## src/rtl/delay_scan_ctrl.sv

```systemverilog
// delay_scan_ctrl: per-link input-delay calibration sequencer (sweep, score, centre of longest clean window).
// Optional SCAN_ERR_THRESH_EN adds err_thresh; a point is then good when errors <= err_thresh.
module delay_scan_ctrl #(
  parameter int NLINKS        = 12,
  parameter int DELAY_W       = 9,
  parameter int ERR_W         = 16,
  parameter int DELAY_STEP    = 8,
  parameter int DWELL_CYCLES  = 1024,
  parameter int READY_TIMEOUT = 255
) (
  input  logic                      clk160,
  input  logic                      rst,
  input  logic                      start,
  input  logic [NLINKS-1:0]         link_mask,
  output logic                      busy,
  output logic                      done,
  output logic [NLINKS-1:0]         delay_set,
  output logic [NLINKS*DELAY_W-1:0] delay_in,
  output logic [NLINKS-1:0]         reset_counters,
  input  logic [NLINKS-1:0]         delay_ready,
  input  logic [NLINKS*ERR_W-1:0]   bit_align_errors,
`ifdef SCAN_ERR_THRESH_EN
  input  logic [ERR_W-1:0]          err_thresh,
`endif
  output logic [NLINKS*DELAY_W-1:0] best_delay,
  output logic [NLINKS-1:0]         scan_fail
);
  localparam int NPTS = ((2**DELAY_W) - 1) / DELAY_STEP + 1;
  localparam int CW   = $clog2(NPTS + 1);
  localparam int LW   = $clog2(NLINKS + 1);
  localparam int IW   = (NLINKS > 1) ? $clog2(NLINKS) : 1;
  localparam int WW   = $clog2(READY_TIMEOUT + 1);
  localparam int DW   = (DWELL_CYCLES > 1) ? $clog2(DWELL_CYCLES) : 1;

  typedef enum logic [3:0] {
    S_IDLE, S_NEXT, S_SET, S_WAIT_RDY, S_CLR, S_DWELL, S_SAMPLE, S_FINAL, S_FINAL_WAIT, S_DONE
  } state_t;

  state_t              state_q, state_d;
  logic [NLINKS-1:0]   mask_q, mask_d;
  logic [LW-1:0]       link_q, link_d;
  logic [DELAY_W-1:0]  d_q, d_d;
  logic [DELAY_W-1:0]  cur_start_q, cur_start_d, best_start_q, best_start_d;
  logic [CW-1:0]       cur_len_q, cur_len_d, best_len_q, best_len_d;
  logic [DELAY_W-1:0]  fin_q, fin_d;
  logic [WW-1:0]       wcnt_q, wcnt_d;
  logic [DW-1:0]       dw_q, dw_d;
  logic                busy_q, busy_d, done_q, done_d;

  // Per-link command bus; only the lane addressed by cmd_idx acts on it.
  logic [LW-1:0]       cmd_idx;
  logic                set_req, rc_req, fail_clr, fail_set, best_ld;
  logic [DELAY_W-1:0]  set_val, best_val;

  logic [NLINKS-1:0][ERR_W-1:0] errs;
  logic [ERR_W-1:0]    err_sel;
  logic                rdy_sel, good;
  logic                nxt_found;
  logic [LW-1:0]       nxt_link;
  logic [DELAY_W:0]    d_next;
  logic                last_pt;
  logic                close_longer;
  logic [DELAY_W-1:0]  fin_start;
  logic [CW-1:0]       fin_len;
  logic [DELAY_W:0]    span;
  logic [DELAY_W-1:0]  pick;

  assign errs    = bit_align_errors;
  assign err_sel = errs[link_q[IW-1:0]];
  assign rdy_sel = delay_ready[link_q[IW-1:0]];

`ifdef SCAN_ERR_THRESH_EN
  assign good = (err_sel <= err_thresh);
`else
  assign good = (err_sel == '0);
`endif

  // Extra top bit catches the step past the last tap instead of wrapping.
  assign d_next  = {1'b0, d_q} + (DELAY_W+1)'(DELAY_STEP);
  assign last_pt = d_next[DELAY_W];

  // Closing the open run against the best so far; strict compare keeps the earliest of equal runs.
  assign close_longer = (cur_len_q > best_len_q);
  assign fin_start    = close_longer ? cur_start_q : best_start_q;
  assign fin_len      = close_longer ? cur_len_q : best_len_q;
  assign span         = (DELAY_W+1)'(fin_len - CW'(1)) * (DELAY_W+1)'(DELAY_STEP);
  assign pick         = fin_start + DELAY_W'(span >> 1);

  always_comb begin
    nxt_found = 1'b0;
    nxt_link  = link_q;
    for (int i = NLINKS - 1; i >= 0; i--) begin
      if (mask_q[i] && (LW'(i) >= link_q)) begin
        nxt_found = 1'b1;
        nxt_link  = LW'(i);
      end
    end
  end

  always_comb begin
    state_d      = state_q;
    mask_d       = mask_q;
    link_d       = link_q;
    d_d          = d_q;
    cur_start_d  = cur_start_q;
    cur_len_d    = cur_len_q;
    best_start_d = best_start_q;
    best_len_d   = best_len_q;
    fin_d        = fin_q;
    wcnt_d       = wcnt_q;
    dw_d         = dw_q;
    busy_d       = busy_q;
    done_d       = 1'b0;
    cmd_idx      = link_q;
    set_req      = 1'b0;
    set_val      = d_q;
    rc_req       = 1'b0;
    fail_clr     = 1'b0;
    fail_set     = 1'b0;
    best_ld      = 1'b0;
    best_val     = fin_q;
    case (state_q)
      S_IDLE: begin
        if (start) begin
          mask_d  = link_mask;
          link_d  = '0;
          busy_d  = 1'b1;
          state_d = S_NEXT;
        end
      end
      S_NEXT: begin
        if (!nxt_found) begin
          done_d  = 1'b1;
          state_d = S_DONE;
        end else begin
          link_d       = nxt_link;
          cmd_idx      = nxt_link;
          fail_clr     = 1'b1;
          d_d          = '0;
          cur_start_d  = '0;
          cur_len_d    = '0;
          best_start_d = '0;
          best_len_d   = '0;
          state_d      = S_SET;
        end
      end
      S_SET: begin
        set_req = 1'b1;
        wcnt_d  = '0;
        state_d = S_WAIT_RDY;
      end
      S_WAIT_RDY: begin
        // The strobe cycle itself may still show the old settled flag, so ignore it.
        if ((wcnt_q != '0) && rdy_sel) begin
          state_d = S_CLR;
        end else if (wcnt_q == WW'(READY_TIMEOUT - 1)) begin
          fail_set = 1'b1;
          best_ld  = 1'b1;
          best_val = '0;
          link_d   = link_q + LW'(1);
          state_d  = S_NEXT;
        end else begin
          wcnt_d = wcnt_q + WW'(1);
        end
      end
      S_CLR: begin
        rc_req  = 1'b1;
        dw_d    = '0;
        state_d = S_DWELL;
      end
      S_DWELL: begin
        if (dw_q == DW'(DWELL_CYCLES - 1)) state_d = S_SAMPLE;
        else dw_d = dw_q + DW'(1);
      end
      S_SAMPLE: begin
        if (good) begin
          if (cur_len_q == '0) cur_start_d = d_q;
          cur_len_d = cur_len_q + CW'(1);
        end else begin
          if (close_longer) begin
            best_start_d = cur_start_q;
            best_len_d   = cur_len_q;
          end
          cur_len_d = '0;
        end
        if (last_pt) begin
          state_d = S_FINAL;
        end else begin
          d_d     = d_next[DELAY_W-1:0];
          state_d = S_SET;
        end
      end
      S_FINAL: begin
        set_req = 1'b1;
        wcnt_d  = '0;
        state_d = S_FINAL_WAIT;
        if (fin_len == '0) begin
          fail_set = 1'b1;
          set_val  = '0;
          fin_d    = '0;
        end else begin
          set_val = pick;
          fin_d   = pick;
        end
      end
      S_FINAL_WAIT: begin
        if ((wcnt_q != '0) && rdy_sel) begin
          best_ld  = 1'b1;
          best_val = fin_q;
          link_d   = link_q + LW'(1);
          state_d  = S_NEXT;
        end else if (wcnt_q == WW'(READY_TIMEOUT - 1)) begin
          fail_set = 1'b1;
          best_ld  = 1'b1;
          best_val = '0;
          link_d   = link_q + LW'(1);
          state_d  = S_NEXT;
        end else begin
          wcnt_d = wcnt_q + WW'(1);
        end
      end
      S_DONE: begin
        busy_d  = 1'b0;
        state_d = S_IDLE;
      end
      default: state_d = S_IDLE;
    endcase
  end

  always_ff @(posedge clk160 or posedge rst) begin
    if (rst) begin
      state_q      <= S_IDLE;
      mask_q       <= '0;
      link_q       <= '0;
      d_q          <= '0;
      cur_start_q  <= '0;
      cur_len_q    <= '0;
      best_start_q <= '0;
      best_len_q   <= '0;
      fin_q        <= '0;
      wcnt_q       <= '0;
      dw_q         <= '0;
      busy_q       <= 1'b0;
      done_q       <= 1'b0;
    end else begin
      state_q      <= state_d;
      mask_q       <= mask_d;
      link_q       <= link_d;
      d_q          <= d_d;
      cur_start_q  <= cur_start_d;
      cur_len_q    <= cur_len_d;
      best_start_q <= best_start_d;
      best_len_q   <= best_len_d;
      fin_q        <= fin_d;
      wcnt_q       <= wcnt_d;
      dw_q         <= dw_d;
      busy_q       <= busy_d;
      done_q       <= done_d;
    end
  end

  assign busy = busy_q;
  assign done = done_q;

  // Per-link output registers; unaddressed lanes hold their slices.
  for (genvar i = 0; i < NLINKS; i++) begin : g_lane
    logic               sel;
    logic               set_q, set_d, rc_q, rc_d, fail_q, fail_d;
    logic [DELAY_W-1:0] din_q, din_d, best_q, best_d;

    assign sel = (cmd_idx == LW'(i));

    always_comb begin
      set_d  = sel & set_req;
      rc_d   = sel & rc_req;
      din_d  = (sel & set_req) ? set_val : din_q;
      best_d = (sel & best_ld) ? best_val : best_q;
      fail_d = fail_q;
      if (sel & fail_clr) fail_d = 1'b0;
      if (sel & fail_set) fail_d = 1'b1;
    end

    always_ff @(posedge clk160 or posedge rst) begin
      if (rst) begin
        set_q  <= 1'b0;
        rc_q   <= 1'b0;
        fail_q <= 1'b0;
        din_q  <= '0;
        best_q <= '0;
      end else begin
        set_q  <= set_d;
        rc_q   <= rc_d;
        fail_q <= fail_d;
        din_q  <= din_d;
        best_q <= best_d;
      end
    end

    assign delay_set[i]                       = set_q;
    assign reset_counters[i]                  = rc_q;
    assign scan_fail[i]                       = fail_q;
    assign delay_in[i*DELAY_W +: DELAY_W]     = din_q;
    assign best_delay[i*DELAY_W +: DELAY_W]   = best_q;
  end

endmodule

```

## config.mk

```make
export PLATFORM = sky130hd
export DESIGN_NAME = delay_scan_ctrl
export DESIGN_NICKNAME = d
export VERILOG_FILES = /design/src/rtl/delay_scan_ctrl.sv
export SDC_FILE = /design/constraint.sdc
export NUM_CORES = 1
export LEC_CHECK = 0
export BUFFER_PORTS_ARGS = -buffer_cell sky130_fd_sc_hd__buf_2
export CAP_MARGIN = 0
export CORE_ASPECT_RATIO = 0.9
export CORE_UTILIZATION = 40
export CTS_CLUSTER_SIZE = 40
export DETAILED_ROUTE_END_ITERATION = 8
export SYNTH_ARGS = -nofsm -noshare
export SYNTH_HDL_FRONTEND = slang
export SYNTH_SLANG_ARGS = --single-unit
```

## constraint.sdc

```tcl
create_clock -name clk160 -period 16 [get_ports clk160]
set_clock_uncertainty 0.2 [all_clocks]
set_input_delay 2.4 -clock clk160 [delete_from_list [all_inputs] [get_ports clk160]]
set_output_delay 2.4 -clock clk160 [all_outputs]
set_load 0.005 [all_outputs]
```

* After elaboration in Yosys (flattened, before gate mapping)
Cells that the tools add are included.
** Storage, ports and cells
- Register bits after elaboration :: 342
- Input port bits :: 219
- Output and inout port bits :: 254
- Word-level logic and storage cells :: 341
** Operators by class
- Add/sub/neg operators :: 7
- $lt $le $gt $ge :: 14
- Eq/ne operators :: 33
- Multiplexer cells :: 106
- Bitwise operators :: 60
- Reduce and logical (&&, ||, !) cells :: 48
** Operators with widths (count)
- $mux W9 :: 11
- $mux W4 :: 24
- $bmux W16 S4 :: 1
- $and A1 B1 Y1 :: 60
- $pmux W9 S2 :: 3
- $mux W1 :: 48
- $pmux W4 S9 :: 1
- $eq A4 B3 Y1 const B :: 8
- $reduce_bool A2 Y1 :: 16
- $mux W7 :: 4
- $pmux W7 S2 :: 2
- $eq A4 B4 Y1 const B :: 6
- $ne A2 B2 Y1 const B :: 11
- $pmux W10 S2 :: 1
- $eq A4 B2 Y1 const B :: 4
- $ge A3 B4 Y1 const A :: 4
- $ge A4 B4 Y1 const A :: 4
- $logic_not A16 Y1 :: 1
- $mux W16 :: 1
- $mux W8 :: 2
- $pmux W4 S4 :: 1
- $pmux W8 S2 :: 1
- $logic_not A7 Y1 :: 2
- $logic_and A1 B1 Y1 :: 13
- other kinds (25) :: 39

* Depth between registers and ports, before layout
- Word-level depth :: 20
- Depth in mapped cells :: 22

* Worst setup path before layout
Ideal clock, no wire load.
- Path kind :: register to register
- From :: register cur_len_q[2]
- To :: register g_lane[6].din_q[8]
- Library setup time :: 96 ps
- Arrival :: 4631 ps
- Setup slack :: 11073 ps
- Cell stages (with the launch flop) :: 22
- Path buffers :: 1
- Cells stage by stage :: dfrtp_1 > ha_1 > a21oi_1 > a21oi_1 > nor3_1 > nor2_2 > mux2i_1 > ha_1 > nand3_1 > xnor2_1 > nor2_1 > a21oi_1 > ha_1 > o21a_1 > a211oi_1 > nor2_1 > or2_2 > o211ai_1 > xnor2_1 > o221a_2 > clkbuf_1 > o31ai_1
** Between the ends
- Longest elaborated chain between the ends :: 6
** RTL lines
- start: declaration :: RTL line 44 : logic [CW-1:0] cur_len_q, cur_len_d, best_len_q, best_len_d;
- start signal: assignment :: RTL line 251 : cur_len_q <= cur_len_d;
- $gt A7 B7 Y1 :: RTL line 83 : assign close_longer = (cur_len_q > best_len_q);
- $mux W7
- $sub A7 B1 Y7 :: RTL line 86 : assign span = (DELAY_W+1)'(fin_len - CW'(1)) * (DELAY_W+1)'(DELAY_STEP);
- $add A9 B9 Y9 :: RTL line 87 : assign pick = fin_start + DELAY_W'(span >> 1);
- $mux W9 (*) :: RTL line 197 : if (fin_len == '0) begin
- $mux W9 (*) :: RTL line 122 : case (state_q)
- end signal: assignment :: RTL line 294 : din_q <= din_d;
- end: declaration :: RTL line 269 : logic [DELAY_W-1:0] din_q, din_d, best_q, best_d;
Mark *: on every way between the ends. The rest lies on a longest branch, timed or not.
A chain may end at the register's enable or synchronous reset.

* Worst setup path after layout
- From :: register cur_len_q[2]
- To :: register g_lane[2].din_q[8]
** Between the ends
- Longest elaborated chain between the ends :: 6
** RTL lines (RTL line)
- $gt A7 B7 Y1 :: 83
- $mux W7
- $sub A7 B1 Y7 :: 86
- $add A9 B9 Y9 :: 87
- $mux W9 (*) :: 197
- $mux W9 (*) :: 122
- end signal: assignment :: 294
- end: declaration :: 269
Marks and branches as above.

==> impl_metrics.json <==
{
  "overflow": 0,
  "hpwl_um": 35640,
  "dieArea_sq_mm": 0.04006,
  "yosys-top-cells-area": "dfrtp_1, mux2_2, ha_1",
  "r2r_slack_ns": 9.92,
  "io_pins": 473,
  "drt_pass1_iterations": 5,
  "synth_compound_area_frac": 0.09081,
  "hold_ws_ns": 0.2698,
  "synth_top_family_by_area": "multiplexers",
  "drc": 0,
  "finalCritPeriodShare": 0.3802,
  "cts_setup_buffers": 0,
  "slowest_delay_ns": 0.58,
  "synthSimpleGateAreaFrac": 0.1191,
  "h-tree-depth": 2,
  "synthAdderAreaFrac": 0.02119,
  "cts_hold_buf": 0,
  "clock_path_buffers": 3,
  "r2r_start": "cur_len_q[2]",
  "worstSkewPairLatency_ns": 0.54,
  "path_buf_inv": 0,
  "ys_types": 85,
  "numCtsBuffers": 37,
  "seqPwrFrac": 0.364,
  "rsz0062_at_grt": "no",
  "postSynthCellCount": 1298,
  "finalNonFillerCells": 2287,
  "ant_nets": 0,
  "yosys.area.top_type": "dfrtp_1",
  "routedWlPerCell_um": 21.07,
  "synthArstFlopShare": 1.000,
  "worst_slew_pin_slew_ns": 1.285,
  "path_max_fanout": 18,
  "yosysMostFrequentCell": "dfrtp_1",
  "area_delta_synth_final_pct": 25.26,
  "fin_crit_ns": 6.083,
  "cts_resized": 0,
  "synth_ff_type": "dfrtp_1",
  "hp-class": "reg2reg",
  "yosys.area_share.xor_xnor": 0.01338,
  "path_clk_slew_ns": 0.06,
  "synth-seq-area-share": 0.5353,
  "gp_congestion": 1.149,
  "start_kind": "flip-flop",
  "placed_cells": 2219,
  "reg2reg_depth": 20,
  "num_rows": 68,
  "clockPowerShare": 0.323,
  "initial_core_util": 0.4075,
  "tns_ns": 0,
  "synth-seq-cells": 336,
  "critPathCaptureType": "flip-flop",
  "die_y_um": 190.0,
  "grt_pass1_wl_um": 74240,
  "endpoint": "g_lane[2].din_q[8]",
  "drt_iter0_markers": 802,
  "p_per_area_mw_per_mm2": 143.9,
  "vias": 12180,
  "max_freq_mhz": 164.4,
  "worstPathArrival_ns": 6.29,
  "setup_viol": 0,
  "cp-startpoint": "cur_len_q[2]",
  "nNetsFinal": 1978,
  "internal_power_uw": 1812,
  "synth_common_cells": "dfrtp_1, mux2_2, nand2_1, nor2_1, nor4_1",
  "max-slew-margin-rel": 0.1415,
  "cts_root_buf": "clkbuf_16",
  "critPathSlowestCell": "nor3_1",
  "drt_wl_total_um": 48190,
  "synth_area_sq_mm": 0.01571,
  "drv_slew": 0,
  "final_util": 0.5105,
  "hold_depth": 1,
  "cp.depth": 20,
  "worstPathCellList": "ha_1 > a21oi_1 > a21oi_1 > nor3_1 > nor2_2 > mux2i_1 > ha_1 > nand3_1 > xnor2_1 > nor2_1 > a21oi_1 > ha_1 > o21a_1 > a211oi_1 > nor2_1 > or2_2 > o211ai_1 > xnor2_1 > o221a_2 > o41ai_1",
  "coreArea_sq_mm": 0.03854,
  "synth_area_per_cell_sq_um": 12.10,
  "required_ns": 16.20,
  "synth_top_cell_area_share": 0.5353,
  "r2r-end": "g_lane[2].din_q[8]",
  "status": "completed",
  "cts_tree": "done",
  "synth_mux_area_frac": 0.1784,
  "hold_violations": 0,
  "cap_violations": 0,
  "grt_usage": 0.2410,
  "p_switching_uw": 1018,
  "timing_worst_setup_path_type": "reg2reg",
  "grt_antenna_before_repair": 1,
  "grt_max_degree": 125,
  "power.share.switching": 0.3598,
  "yosys_warnings": 0,
  "grt_pass1_vias": 12210,
  "p_comb_frac": 0.313,
  "path_delay_family": "compound AO/OA/AOI/OAI gates",
  "power_leakage_uw": 0.01035,
  "drive_gt1_frac": 0.4645,
  "syn-num-nets": 1543,
  "peakVddDrop_v": 0.00008836,
  "drt-vias-per-instance": 5.327,
  "synth_edf_count": 0,
  "die_w_um": 210.9,
  "io_buffers": 472,
  "cts_sinks": 336
}
[power groups by stage]
stage,registers [uW],logic [uW],clock network [uW]
3_5_place_dp,1040,879,0
5_1_grt,1040,960,967
6_report,1030,885,914
2_1_floorplan,1010,624,0
3_3_place_gp,1040,871,0
4_1_cts,1030,882,932
[metrics by stage]
| step | worst slack [ns] | power, uW | area [sq um] |
|---|---|---|---|
| after floorplan | 4.090 | 1630 | 15710 |
| after global placement | 9.862 | 1912 | 18350 |
| after detailed placement | 9.930 | 1924 | 18350 |
| after CTS | 10.01 | 2844 | 19670 |
| after global routing | 9.471 | 2972 | 19670 |
| final | 9.917 | 2830 | 19670 |
[area by class of cell]
cell class | instances | area (sq um)
inverter | 44 | 172.7
clock buffer | 54 | 1142
clock inverter | 13 | 183.9
fill | 3438 | 18870
tap | 525 | 656.9
multi-input combinational | 831 | 6663
timing repair buffer | 483 | 2445
sequential | 336 | 8408
antenna | 1 | 2.502
[cells by family (layout without fill, tap and decap cells)]
family,count (synthesis),count (layout)
AO/OA/AOI/OAI,195,195
flip-flops,336,336
AND/OR/NAND/NOR,339,339
XOR/XNOR,24,24
other,0,1
buffers and inverters,131,594
multiplexers,247,247
adder cells (fa/ha/maj),26,26
[how the worst min path moves through the flow]
stage	from	to	slack, ns
3_3_place_gp	fin_q[1]	fin_q[1]	0.25
6_report	fin_q[2]	fin_q[2]	0.27
5_1_grt	fin_q[1]	fin_q[1]	0.30
4_1_cts	fin_q[2]	fin_q[2]	0.27
2_1_floorplan	fin_q[0]	fin_q[0]	0.24
3_5_place_dp	fin_q[2]	fin_q[2]	0.26
[registers in the layout, indices dropped and copies added, names as in the netlist]
signal         cells
dw_q              10
g_lane.best_q    108
best_start_q       9
g_lane.fail_q     12
done               1
state_q            4
link_q             4
best_len_q         7
mask_q            12
g_lane.rc_q       12
busy               1
cur_start_q        6
g_lane.din_q     108
wcnt_q             8
d_q                6
cur_len_q          7
g_lane.set_q      12
fin_q              9
[layout by cell type, fill, tap and decap left out, types with 12 or more instances in the layout]
| cell type | netlist | routed |
|---|---|---|
| a21o_1 | 13 | 13 |
| a21oi_1 | 36 | 36 |
| a22o_1 | 20 | 20 |
| buf_2 | 11 | 472 |
| clkbuf_16 | 0 | 39 |
| dfrtp_1 | 336 | 336 |
| ha_1 | 25 | 25 |
| inv_1 | 40 | 39 |
| mux2_2 | 215 | 215 |
| mux2i_1 | 19 | 19 |
| nand2_1 | 69 | 69 |
| nand3_1 | 21 | 21 |
| nand4_1 | 22 | 22 |
| nor2_1 | 69 | 69 |
| nor2b_1 | 16 | 16 |
| nor3_1 | 16 | 16 |
| nor4_1 | 43 | 43 |
| o21ai_0 | 37 | 37 |
| o22ai_1 | 12 | 12 |
| xnor2_1 | 17 | 17 |
[per-layer routing]
layer	vias up	part of all wire	global-route usage
met5	-	0	0
met4	0	0.017	0.05546
met3	62	0.087	0.07742
met2	418	0.44	0.3572
met1	6156	0.46	0.3418
li1	5546	-	-
Note: power is estimated with default switching activity, not from simulation.
